`src/rtl/frame_read_scheduler_pkg.sv`:
```
// Shared definitions for the DVI-side frame read scheduler: FSM encoding,
// burst width and the default 640x480 frame geometry.
package frame_read_scheduler_pkg;

    localparam logic [1:0] ST_IDLE       = 2'd0;
    localparam logic [1:0] ST_WAIT_VSYNC = 2'd1;
    localparam logic [1:0] ST_FETCH      = 2'd2;
    localparam logic [1:0] ST_FRAME_DONE = 2'd3;

    localparam int BURST_WIDTH = 768;

    // 640 px per line at 32 px per 768-bit burst
    localparam int          DEF_BURSTS_PER_LINE = 20;
    localparam int          DEF_LINES           = 480;
    localparam logic [31:0] DEF_ADDR_INC        = 32'd96;
    localparam logic [31:0] DEF_BASE_A          = 32'h0000_0000;
    localparam logic [31:0] DEF_BASE_B          = 32'h0010_0000;
    localparam int          DEF_FIFO_DEPTH      = 8;
    localparam int          DEF_GAP             = 5;

endpackage

```
`src/rtl/frame_read_scheduler_credit_counter.sv`:
```
// Saturating credit counter: reload to DEPTH, +1 on inc, -1 on dec, zero flag.
// Load takes priority over inc/dec; simultaneous inc and dec cancel out.
module credit_counter #(
    parameter int DEPTH = 8
) (
    input  logic clk,
    input  logic reset,
    input  logic load_i,
    input  logic inc_i,
    input  logic dec_i,
    output logic zero_o
);

    localparam int          W    = $clog2(DEPTH + 1);
    localparam logic [W-1:0] FULL = W'(DEPTH);

    logic [W-1:0] count_q, count_d;

    always_comb begin
        count_d = count_q;
        if (load_i) begin
            count_d = FULL;
        end else if (inc_i && !dec_i) begin
            if (count_q != FULL) count_d = count_q + W'(1);
        end else if (dec_i && !inc_i) begin
            if (count_q != '0) count_d = count_q - W'(1);
        end
    end

    always_ff @(posedge clk) begin
        if (reset) count_q <= FULL;
        else       count_q <= count_d;
    end

    assign zero_o = (count_q == '0);

endmodule

```
`src/rtl/frame_read_scheduler.sv`:
```
// Walks a double-buffered frame in raster order, issuing one burst read per
// pulse, throttled by pixel-FIFO credits, a minimum issue gap and r_busy.
module frame_read_scheduler
    import frame_read_scheduler_pkg::*;
#(
    parameter int          BURSTS_PER_LINE = DEF_BURSTS_PER_LINE,
    parameter int          LINES           = DEF_LINES,
    parameter logic [31:0] ADDR_INC        = DEF_ADDR_INC,
    parameter logic [31:0] BASE_A          = DEF_BASE_A,
    parameter logic [31:0] BASE_B          = DEF_BASE_B,
    parameter int          FIFO_DEPTH      = DEF_FIFO_DEPTH,
    parameter int          GAP             = DEF_GAP
) (
    input  logic        clk,
    input  logic        reset,
    input  logic        phy_init_done,
    input  logic        vsync_start,
    input  logic        burst_pop,
    input  logic        r_busy,
    input  logic        frame_ready,
    output logic        read_out,
    output logic [31:0] r_address_out,
    output logic        active_buf,
    output logic        frame_ack,
    output logic        fifo_flush,
    output logic        underrun
);

    localparam int BW = (BURSTS_PER_LINE > 1) ? $clog2(BURSTS_PER_LINE) : 1;
    localparam int LW = (LINES > 1) ? $clog2(LINES) : 1;
    localparam int GW = (GAP > 1) ? $clog2(GAP + 1) : 1;

    logic [1:0]    state_q, state_d;
    logic [BW-1:0] burstCnt_q, burstCnt_d;
    logic [LW-1:0] lineCnt_q, lineCnt_d;
    logic [GW-1:0] gap_q, gap_d;
    logic [31:0]   acc_q, acc_d;
    logic [31:0]   addr_q, addr_d;
    logic          swapPending_q, swapPending_d;
    logic          activeBuf_q, activeBuf_d;
    logic          underrun_q, underrun_d;
    logic          readOut_q, readOut_d;
    logic          frameAck_q, frameAck_d;
    logic          fifoFlush_q, fifoFlush_d;

    logic credLoad, credInc, credDec, credZero;
    logic frameStart, issue;

    credit_counter #(.DEPTH(FIFO_DEPTH)) uCredits (
        .clk    (clk),
        .reset  (reset),
        .load_i (credLoad),
        .inc_i  (credInc),
        .dec_i  (credDec),
        .zero_o (credZero)
    );

    assign frameStart = vsync_start && (state_q != ST_IDLE);
    assign issue      = (state_q == ST_FETCH) && !credZero && !r_busy &&
                        (gap_q == '0) && !vsync_start;

    // The gap counter keeps running across a frame restart so the minimum
    // spacing between read pulses also holds when vsync cuts a frame short.
    always_comb begin
        state_d       = state_q;
        burstCnt_d    = burstCnt_q;
        lineCnt_d     = lineCnt_q;
        gap_d         = (gap_q != '0) ? gap_q - GW'(1) : gap_q;
        acc_d         = acc_q;
        addr_d        = addr_q;
        swapPending_d = swapPending_q | frame_ready;
        activeBuf_d   = activeBuf_q;
        underrun_d    = underrun_q;
        readOut_d     = 1'b0;
        frameAck_d    = 1'b0;
        fifoFlush_d   = 1'b0;
        credLoad      = 1'b0;
        credInc       = burst_pop;
        credDec       = 1'b0;

        if (!phy_init_done) begin
            state_d    = ST_IDLE;
            burstCnt_d = '0;
            lineCnt_d  = '0;
            gap_d      = '0;
            acc_d      = '0;
            addr_d     = '0;
            credLoad   = 1'b1;
            credInc    = 1'b0;
        end else if (state_q == ST_IDLE) begin
            state_d = ST_WAIT_VSYNC;
        end else if (frameStart) begin
            state_d     = ST_FETCH;
            burstCnt_d  = '0;
            lineCnt_d   = '0;
            fifoFlush_d = 1'b1;
            credLoad    = 1'b1;
            credInc     = 1'b0;
            if (state_q == ST_FETCH) underrun_d = 1'b1;
            if (swapPending_q || frame_ready) begin
                activeBuf_d   = ~activeBuf_q;
                frameAck_d    = 1'b1;
                swapPending_d = 1'b0;
                acc_d         = activeBuf_q ? BASE_A : BASE_B;
            end else begin
                acc_d         = activeBuf_q ? BASE_B : BASE_A;
            end
        end else if (issue) begin
            readOut_d = 1'b1;
            addr_d    = acc_q;
            acc_d     = acc_q + ADDR_INC;
            credDec   = 1'b1;
            gap_d     = GW'(GAP - 1);
            if (burstCnt_q == BW'(BURSTS_PER_LINE - 1)) begin
                burstCnt_d = '0;
                if (lineCnt_q == LW'(LINES - 1)) begin
                    lineCnt_d = '0;
                    state_d   = ST_FRAME_DONE;
                end else begin
                    lineCnt_d = lineCnt_q + LW'(1);
                end
            end else begin
                burstCnt_d = burstCnt_q + BW'(1);
            end
        end
    end

    always_ff @(posedge clk) begin
        if (reset) begin
            state_q       <= ST_IDLE;
            burstCnt_q    <= '0;
            lineCnt_q     <= '0;
            gap_q         <= '0;
            acc_q         <= '0;
            addr_q        <= '0;
            swapPending_q <= 1'b0;
            activeBuf_q   <= 1'b0;
            underrun_q    <= 1'b0;
            readOut_q     <= 1'b0;
            frameAck_q    <= 1'b0;
            fifoFlush_q   <= 1'b0;
        end else begin
            state_q       <= state_d;
            burstCnt_q    <= burstCnt_d;
            lineCnt_q     <= lineCnt_d;
            gap_q         <= gap_d;
            acc_q         <= acc_d;
            addr_q        <= addr_d;
            swapPending_q <= swapPending_d;
            activeBuf_q   <= activeBuf_d;
            underrun_q    <= underrun_d;
            readOut_q     <= readOut_d;
            frameAck_q    <= frameAck_d;
            fifoFlush_q   <= fifoFlush_d;
        end
    end

    assign read_out      = readOut_q;
    assign r_address_out = addr_q;
    assign active_buf    = activeBuf_q;
    assign frame_ack     = frameAck_q;
    assign fifo_flush    = fifoFlush_q;
    assign underrun      = underrun_q;

endmodule

```
`config.mk`:
```
export PLATFORM = sky130hd
export DESIGN_NAME = frame_read_scheduler
export DESIGN_NICKNAME = d
export VERILOG_FILES = /design/src/rtl/frame_read_scheduler_pkg.sv /design/src/rtl/frame_read_scheduler_credit_counter.sv /design/src/rtl/frame_read_scheduler.sv
export SDC_FILE = /design/constraint.sdc
export NUM_CORES = 1
export LEC_CHECK = 0
export ABC_CLOCK_PERIOD_IN_PS = 3000
export CAP_MARGIN = 20
export CORE_AREA = 2 2 71 141
export DETAILED_ROUTE_END_ITERATION = 6
export DIE_AREA = 0 0 73 143
export GPL_TIMING_DRIVEN = 0
export PLACE_DENSITY = 0.68
export SLEW_MARGIN = 20
export SYNTH_ARGS = -nofsm -noshare
export SYNTH_HDL_FRONTEND = slang
export SYNTH_SLANG_ARGS = --single-unit
```
`constraint.sdc`:
```
create_clock -name clk -period 3 [get_ports clk]
set_clock_uncertainty 0.2 [all_clocks]
set_input_delay 0.6 -clock clk [delete_from_list [all_inputs] [get_ports clk]]
set_output_delay 0.6 -clock clk [all_outputs]
set_load 0.01 [all_outputs]
```
==> qor.txt, run 1 <==
CP Capture Type = flop
Fin Hold WS = 0.2509 ns
effective utilization at floorplan = 0.3911
placed cells = 582
diode count = 0
async set or reset register ratio after synthesis = 0
Synth Warn # = 0
most common cell in the synthesized netlist = dfxtp_1
Worst-Skew Late Latency = 0.34 ns
Final nets = 506
post-synth cell types = 49
DRT Wirelength = 8638 um
wire length per cell = 14.42 um
H-tree levels = 3
CP max stage delay = 0.38 ns
Fmax = 354.8 MHz
max cap viols = 0
setup violators final = 0
area grow syn2layout = 24.85%
CTS tree = yes
root buf cell = clkbuf_16
Post-synth top cells = dfxtp_1 (83), nand2_1 (77), a21oi_1 (42), nor2_1 (41), xnor2_1 (18)
Synth area leaders = dfxtp_1 (46%), nand2_1 (7.9%), a21oi_1 (5.8%)
largest net degree at the start of global routing = 15
CTS max path bufs = 2
Cell Area, Synth = 3646 um^2
Hold-fix buffers, CTS = 0
DIE AREA = 10,440 um^2
Vias = 3,162
Iteration-0 DRC Markers = 104
Yosys top cell by area = dfxtp_1
ys flop type = dfxtp_1
first-pass GRT wire length = 14,030 um
post-DP HPWL = 6385 um
number of clock sinks = 83
layout cells sized above 1 = 0.07071
GRT Total Usage = 0.1755
post-DR vias/cell = 5.279
Core Area = 9321 um^2
CP Data Required Time = 3.01 ns
share of the yosys chip area belonging to registers = 0.4557
Setup TNS Final = 0 ns
DR DRC count = 0
RSZ-0062 raised after global routing = false
met3 WL = 267 um
vias in the first global route = 3,069
Crit path arrival time = 2.83 ns
status = finished clean
Overflow after GRT = 0
number of I/O pins = 44
Post-Syn Area per Cell = 8.343 um^2
Synth Instances = 437
Filler Cell Count = 874
pwr dens = 530.8 nW/um^2
fin area = 4552 um^2
maximum VDD drop = 0.2882 mV
clock slew at reported path FFs = 0.06 ns
DP Area = 4161 um^2
gpl congestion = 0.8248
r2r worst-path depth = 13
period utilisation layout = 0.9396
die width = 73 um
critical path type = reg -> reg
met2 wire length = 4787 um
Synth top area share = 0.4557
DR pass1 iterations = 4
Static Leakage = 1.470 nW
Pins Over Slew Limit = 0
Fin. Hold Viols = 0
top fanout value on the critical path = 8
highest routed layer = met4
Hold Crit Depth = 2
Die Y = 143 um
Startpoint Class = flop
fin crit period = 2.819 ns
M1 WL = 3279 um
Final Non-Filler Cells = 599
post-route ant nets = 0
synthesized flop and latch total = 83
Post-synth EDFFs = 0
Hold Path Class = reg -> reg
Rows = 50
initial antenna violation count = 0
CP cell instances = inv_1 > ha_2 > ha_4 > and4bb_1 > buf_6 > nand2_2 > nand4_1 > ha_1 > nand3_1 > and4_1 > a22oi_2 > xor2_1 > nand2_1
Worst-Margin Slew = 0.7109 ns
Slew HR = 0.5243
final core utilization = 0.4883
Worst path slowest cell = ha_1
# port buffers = 37
CTS Buf Count = 9
[flip-flops by register name, indices dropped and copies added (netlist names), 2 cells and up]
| register | count |
|---|---|
| gap_q | 3 |
| uCredits.count_q | 4 |
| lineCnt_q | 9 |
| r_address_out | 27 |
| burstCnt_q | 5 |
| acc_q | 27 |
| state_q | 2 |
[worst paths after layout]
check | startpoint | endpoint | slack [ns]
min | r_address_out[25]$_SDFFE_PP0P_ | r_address_out[25]$_SDFFE_PP0P_ | 0.25
max reg2reg | gap_q[0]$_SDFF_PP0_ | uCredits.count_q[3]$_SDFFE_PP1P_ | 0.18
max | gap_q[0]$_SDFF_PP0_ | uCredits.count_q[3]$_SDFFE_PP1P_ | 0.18
min reg2reg | r_address_out[25]$_SDFFE_PP0P_ | r_address_out[25]$_SDFFE_PP0P_ | 0.25
[critical path: cells and delay by family, from the launching register on]
kind | cells | cell delay (ns)
simple gates | 6 | 0.89
fa+ha+maj | 3 | 0.76
compound gates | 1 | 0.13
buf+inv | 2 | 0.19
flops | 1 | 0.35
xor+xnor | 1 | 0.17
[cell families (layout without fill, tap and decap cells)]
logic type,count (synthesis),after routing,synth area share
AND/OR/NAND/NOR,200,200,0.2680
flip-flops,83,83,0.4557
AO/OA/AOI/OAI,77,77,0.1232
buffers and inverters,37,91,0.04598
XOR/XNOR,27,27,0.06486
adder cells (fa/ha/maj),9,9,0.03295
multiplexers,3,3,0.008236
other,1,5,0.001029
[stage by stage]
step / setup WS [ns] / power, mW
floorplan: 0.3049 / 1.185
global route: 0.03232 / 2.488
global placement: -0.2538 / 1.215
detailed placement: -0.2506 / 1.216
finish: 0.1811 / 2.416
CTS: 0.05429 / 2.438
[what timing repair did]
| item | 4_1_cts | 5_1_grt |
|---|---|---|
| buffers inserted | 1 | 0 |
| gates resized for setup | 1 | 9 |
| endpoints found under the setup margin | 1 | 16 |
| pin swaps | 2 | 5 |
[routing by layer]
metal | global-route usage | up-vias
met5 | 0 | -
met4 | 0.1023 | 0
met3 | 0.03458 | 21
met2 | 0.3272 | 62
met1 | 0.1702 | 1472
li1 | - | 1607
[layout by cell type, fill, tap and decap left out, types with 9 or more instances in the layout]
master and instances:
or3_1 12, inv_1 13, nand2_1 76, nor2_1 41, nand3_1 17, clkdlybuf4s50_1 37, xnor2_1 18, o21ai_0 14
dfxtp_1 82, xor2_1 9, a21oi_1 42, clkbuf_1 15, clkbuf_16 9
[layout make-up]
| class | instances | area (um^2) | area share |
|---|---|---|---|
| clock buffer | 11 | 252.7 | 0.05552 |
| tap | 104 | 130.1 | 0.02859 |
| sequential | 83 | 1663 | 0.3653 |
| timing repair buffer | 38 | 377.9 | 0.08301 |
| buffer | 24 | 118.9 | 0.02611 |
| clock inverter | 5 | 85.08 | 0.01869 |
| multi-input combinational | 321 | 1876 | 0.4120 |
| inverter | 13 | 48.80 | 0.01072 |
[power by group]
part | internal [mW] | total [mW] | switching [mW] | leakage [nW]
Sequential | 1.11 | 1.11 | 0.00411 | 0.670
Clock | 0.777 | 1.22 | 0.445 | 0.162
Combinational | 0.0283 | 0.0845 | 0.0562 | 0.638
Power figures use the tool's default switching activity.
==> inputs of run 2 (changes only) <==
Settings changed: ABC_CLOCK_PERIOD_IN_PS 3000 to 2300, PLACE_DENSITY 0.68 to 0.7.
Clock period 3 ns to 2.3 ns, I/O delays scaled along.
==> qor.txt, run 2 (synthesis gave the netlist of run 1 again) <==
r2r worst-path depth = 11 (-2)
CP cell instances = clkdlybuf4s50_1 > and4bb_2 > buf_4 > buf_6 > a21oi_4 > or4_4 > buf_8 > or3_1 > a21oi_2
internal power = 2.425 mW (+27%)
Iteration-0 DRC Markers = 182 (+75%)
Worst path slowest cell = or4_4
wire length per cell = 16.19 um (+12%)
fin crit period = 2.683 ns
Fin. Hold Viols = 0 (unchanged)
Final nets = 529 (+4.5%)
# port buffers = 37 (unchanged)
sequential share of power = 0.467 (+0.007)
Hold Path Class = reg -> reg
CTS Buf Count = 9 (unchanged)
Slew HR = 0.2835 (-0.2409)
sw power = 672.7 uW (+33%)
FF-to-FF End = acc_q[28]$_SDFFE_PP0P_
initial antenna violation count = 0 (unchanged)
number of clock sinks = 83 (unchanged)
CTS tree = yes
CP top delay family = simple AND/OR/NAND/NOR gates
number of I/O pins = 44 (unchanged)
setup slack, reg-to-reg = -0.38 ns (-0.56 ns)
RSZ-0062 raised after global routing = true
DRT Wirelength = 10,070 um (+17%)
maximum VDD drop = 0.3696 mV (+28%)
violated checks = negative setup slack
Filler Cell Count = 796 (-8.9%)
die width = 73 um (unchanged)
Rows = 50 (unchanged)
clock slew at reported path FFs = 0.06 ns (about the same)
Hold Crit Depth = 2 (unchanged)
top fanout value on the critical path = 5 (-3)
max cap viols = 0 (unchanged)
post-DP HPWL = 6356 um (-0.45%)
period utilisation layout = 1.166
most common cell after layout, fill and taps aside = dfxtp_1
GRT Total Usage = 0.1883 (+0.01279)
Overflow after GRT = 0 (unchanged)
Die Y = 143 um (unchanged)
H-tree levels = 3 (unchanged)
Core Area = 9321 um^2 (unchanged)
reg2reg start = gap_q[1]$_SDFF_PP0_
Pins Over Slew Limit = 0 (unchanged)
placed cells = 582 (unchanged)
pwr dens = 589.1 nW/um^2 (+11%)
post-route ant nets = 0 (unchanged)
DR pass1 iterations = 4 (unchanged)
Critical Path Stages = 9 (-4)
vias in the first global route = 3,256 (+6.1%)
DR DRC count = 0 (unchanged)
final core utilization = 0.5642 (+0.07584)
CP Capture Type = flop
setup violators final = 57 (+57)
status = complete, but fails checks
Fmax = 372.7 MHz
Startpoint Class = primary input
post-DR vias/cell = 5.611 (+6.3%)
layout cells sized above 1 = 0.2625 (+0.1918)
CTS max path bufs = 2 (unchanged)
clock share of power = 0.487 (-0.019)
area grow syn2layout = 44.23%
Static Leakage = 1.939 nW (+32%)
largest net degree at the start of global routing = 14 (-1)
combinational share of power = 0.046 (+0.011)
switching share of power = 0.2171 (+0.008069)
setup ws final = -0.3828 ns (-0.5639 ns)
crit path capture = acc_q[28]$_SDFFE_PP0P_
first-pass GRT wire length = 15,210 um (+8.4%)
CP Data Required Time = 2.37 ns (-0.64 ns)
CP Buf/Inv Count = 4 (+2)
Crit path arrival time = 2.76 ns (-0.07 ns)
gpl congestion = 0.8244 (about the same)
Fin Hold WS = 0.2546 ns (+0.003764 ns)
Worst-Skew Late Latency = 0.34 ns (about the same)
Place WS = -0.8334 ns (-0.5828 ns)
effective utilization at floorplan = 0.3911 (unchanged)
Tot Pwr = 3.098 mW (+28%)
Worst-Margin Slew = 1.071 ns (+0.3600 ns)
root buf cell = clkbuf_16
most frequent cells in the layout = dfxtp_1 (78), nand2_1 (63), nor2_1 (39), clkdlybuf4s50_1 (37)
CP max stage delay = 0.53 ns (+0.15 ns)
Final Non-Filler Cells = 622 (+3.8%)
DIE AREA = 10,440 um^2 (unchanged)
diode count = 0 (unchanged)
Vias = 3,490 (+10%)
critical path type = in -> reg
CP startpoint = r_busy
## run 2: through the flow
step	setup TNS, ns	instance area, um^2
floorplan	-0.8285	3720
global placement	-37.31	4220
detailed placement	-37.78	4220
CTS	-4.748	4731
global route	-13.14	5259
finish	-8.603	5259
## run 2: worst register-to-register path, stage by stage, from the launching register on
cell	delay (ns)
dfxtp_2	0.33
inv_2	0.06
ha_4	0.15
ha_4	0.14
and4bb_2	0.29
buf_4	0.13
buf_6	0.10
a21oi_4	0.07
or4_4	0.53
buf_8	0.15
or3_1	0.33
a21oi_2	0.14
## run 2: repair_timing
action	in CTS	in global routing
pin swaps	7	33
resized for setup	35	102
gates cloned	2	3
endpoints found under the setup margin	67	76
hold endpoints to repair	0	0
setup buffers	9	14
hold buffers	0	0
## run 2: worst min-delay path by stage
stage	slack, ns	to	start
floorplan	0.24	r_address_out[31]$_SDFFE_PP0P_	acc_q[31]$_SDFFE_PP0P_
global placement	0.24	r_address_out[25]$_SDFFE_PP0P_	r_address_out[25]$_SDFFE_PP0P_
detailed placement	0.25	r_address_out[24]$_SDFFE_PP0P_	r_address_out[24]$_SDFFE_PP0P_
CTS	0.25	r_address_out[24]$_SDFFE_PP0P_	r_address_out[24]$_SDFFE_PP0P_
global route	0.26	r_address_out[25]$_SDFFE_PP0P_	r_address_out[25]$_SDFFE_PP0P_
finish	0.25	r_address_out[28]$_SDFFE_PP0P_	r_address_out[28]$_SDFFE_PP0P_
## run 2: layout make-up
cell class	count	area (um^2)	share of cell area
clock buffers	13	270.3	0.05139
clock inverters	3	43.79	0.008327
multi-input cells	322	2271	0.4318
repair buffers	63	651.9	0.1240
well taps	104	130.1	0.02474
flip-flops and latches	83	1673	0.3181
inverters	13	48.80	0.009279
plain buffers	21	170.2	0.03236
## run 2: power by group through the flow
stage	Sequential, mW	Clock [mW]	Combinational [mW]
after floorplan	1.48	0	0.0672
after global routing	1.45	1.58	0.153
after detailed placement	1.48	0	0.108
after CTS	1.45	1.52	0.120
final	1.45	1.51	0.143
after global placement	1.48	0	0.107
## run 2: metal layers
layer	wire length (um)	up-vias	track usage
li1	-	1659	-
met1	3663	1708	0.1859
met2	5606	89	0.3518
met3	287	34	0.03599
met4	510	0	0.1023
met5	0	-	0
==> inputs of run 3 (changes only) <==
--- a/constraint.sdc
+++ b/constraint.sdc
@@ -4,2 +4,2 @@
 set_output_delay 0.46 -clock clk [all_outputs]
-set_load 0.01 [all_outputs]
+set_load 0.02 [all_outputs]
==> results of run 3 <==
Same layout as run 2 (identical final DEF). Status: complete, but fails checks: negative setup slack.
Main changes from that run: total power 3.098 mW -> 3.102 mW
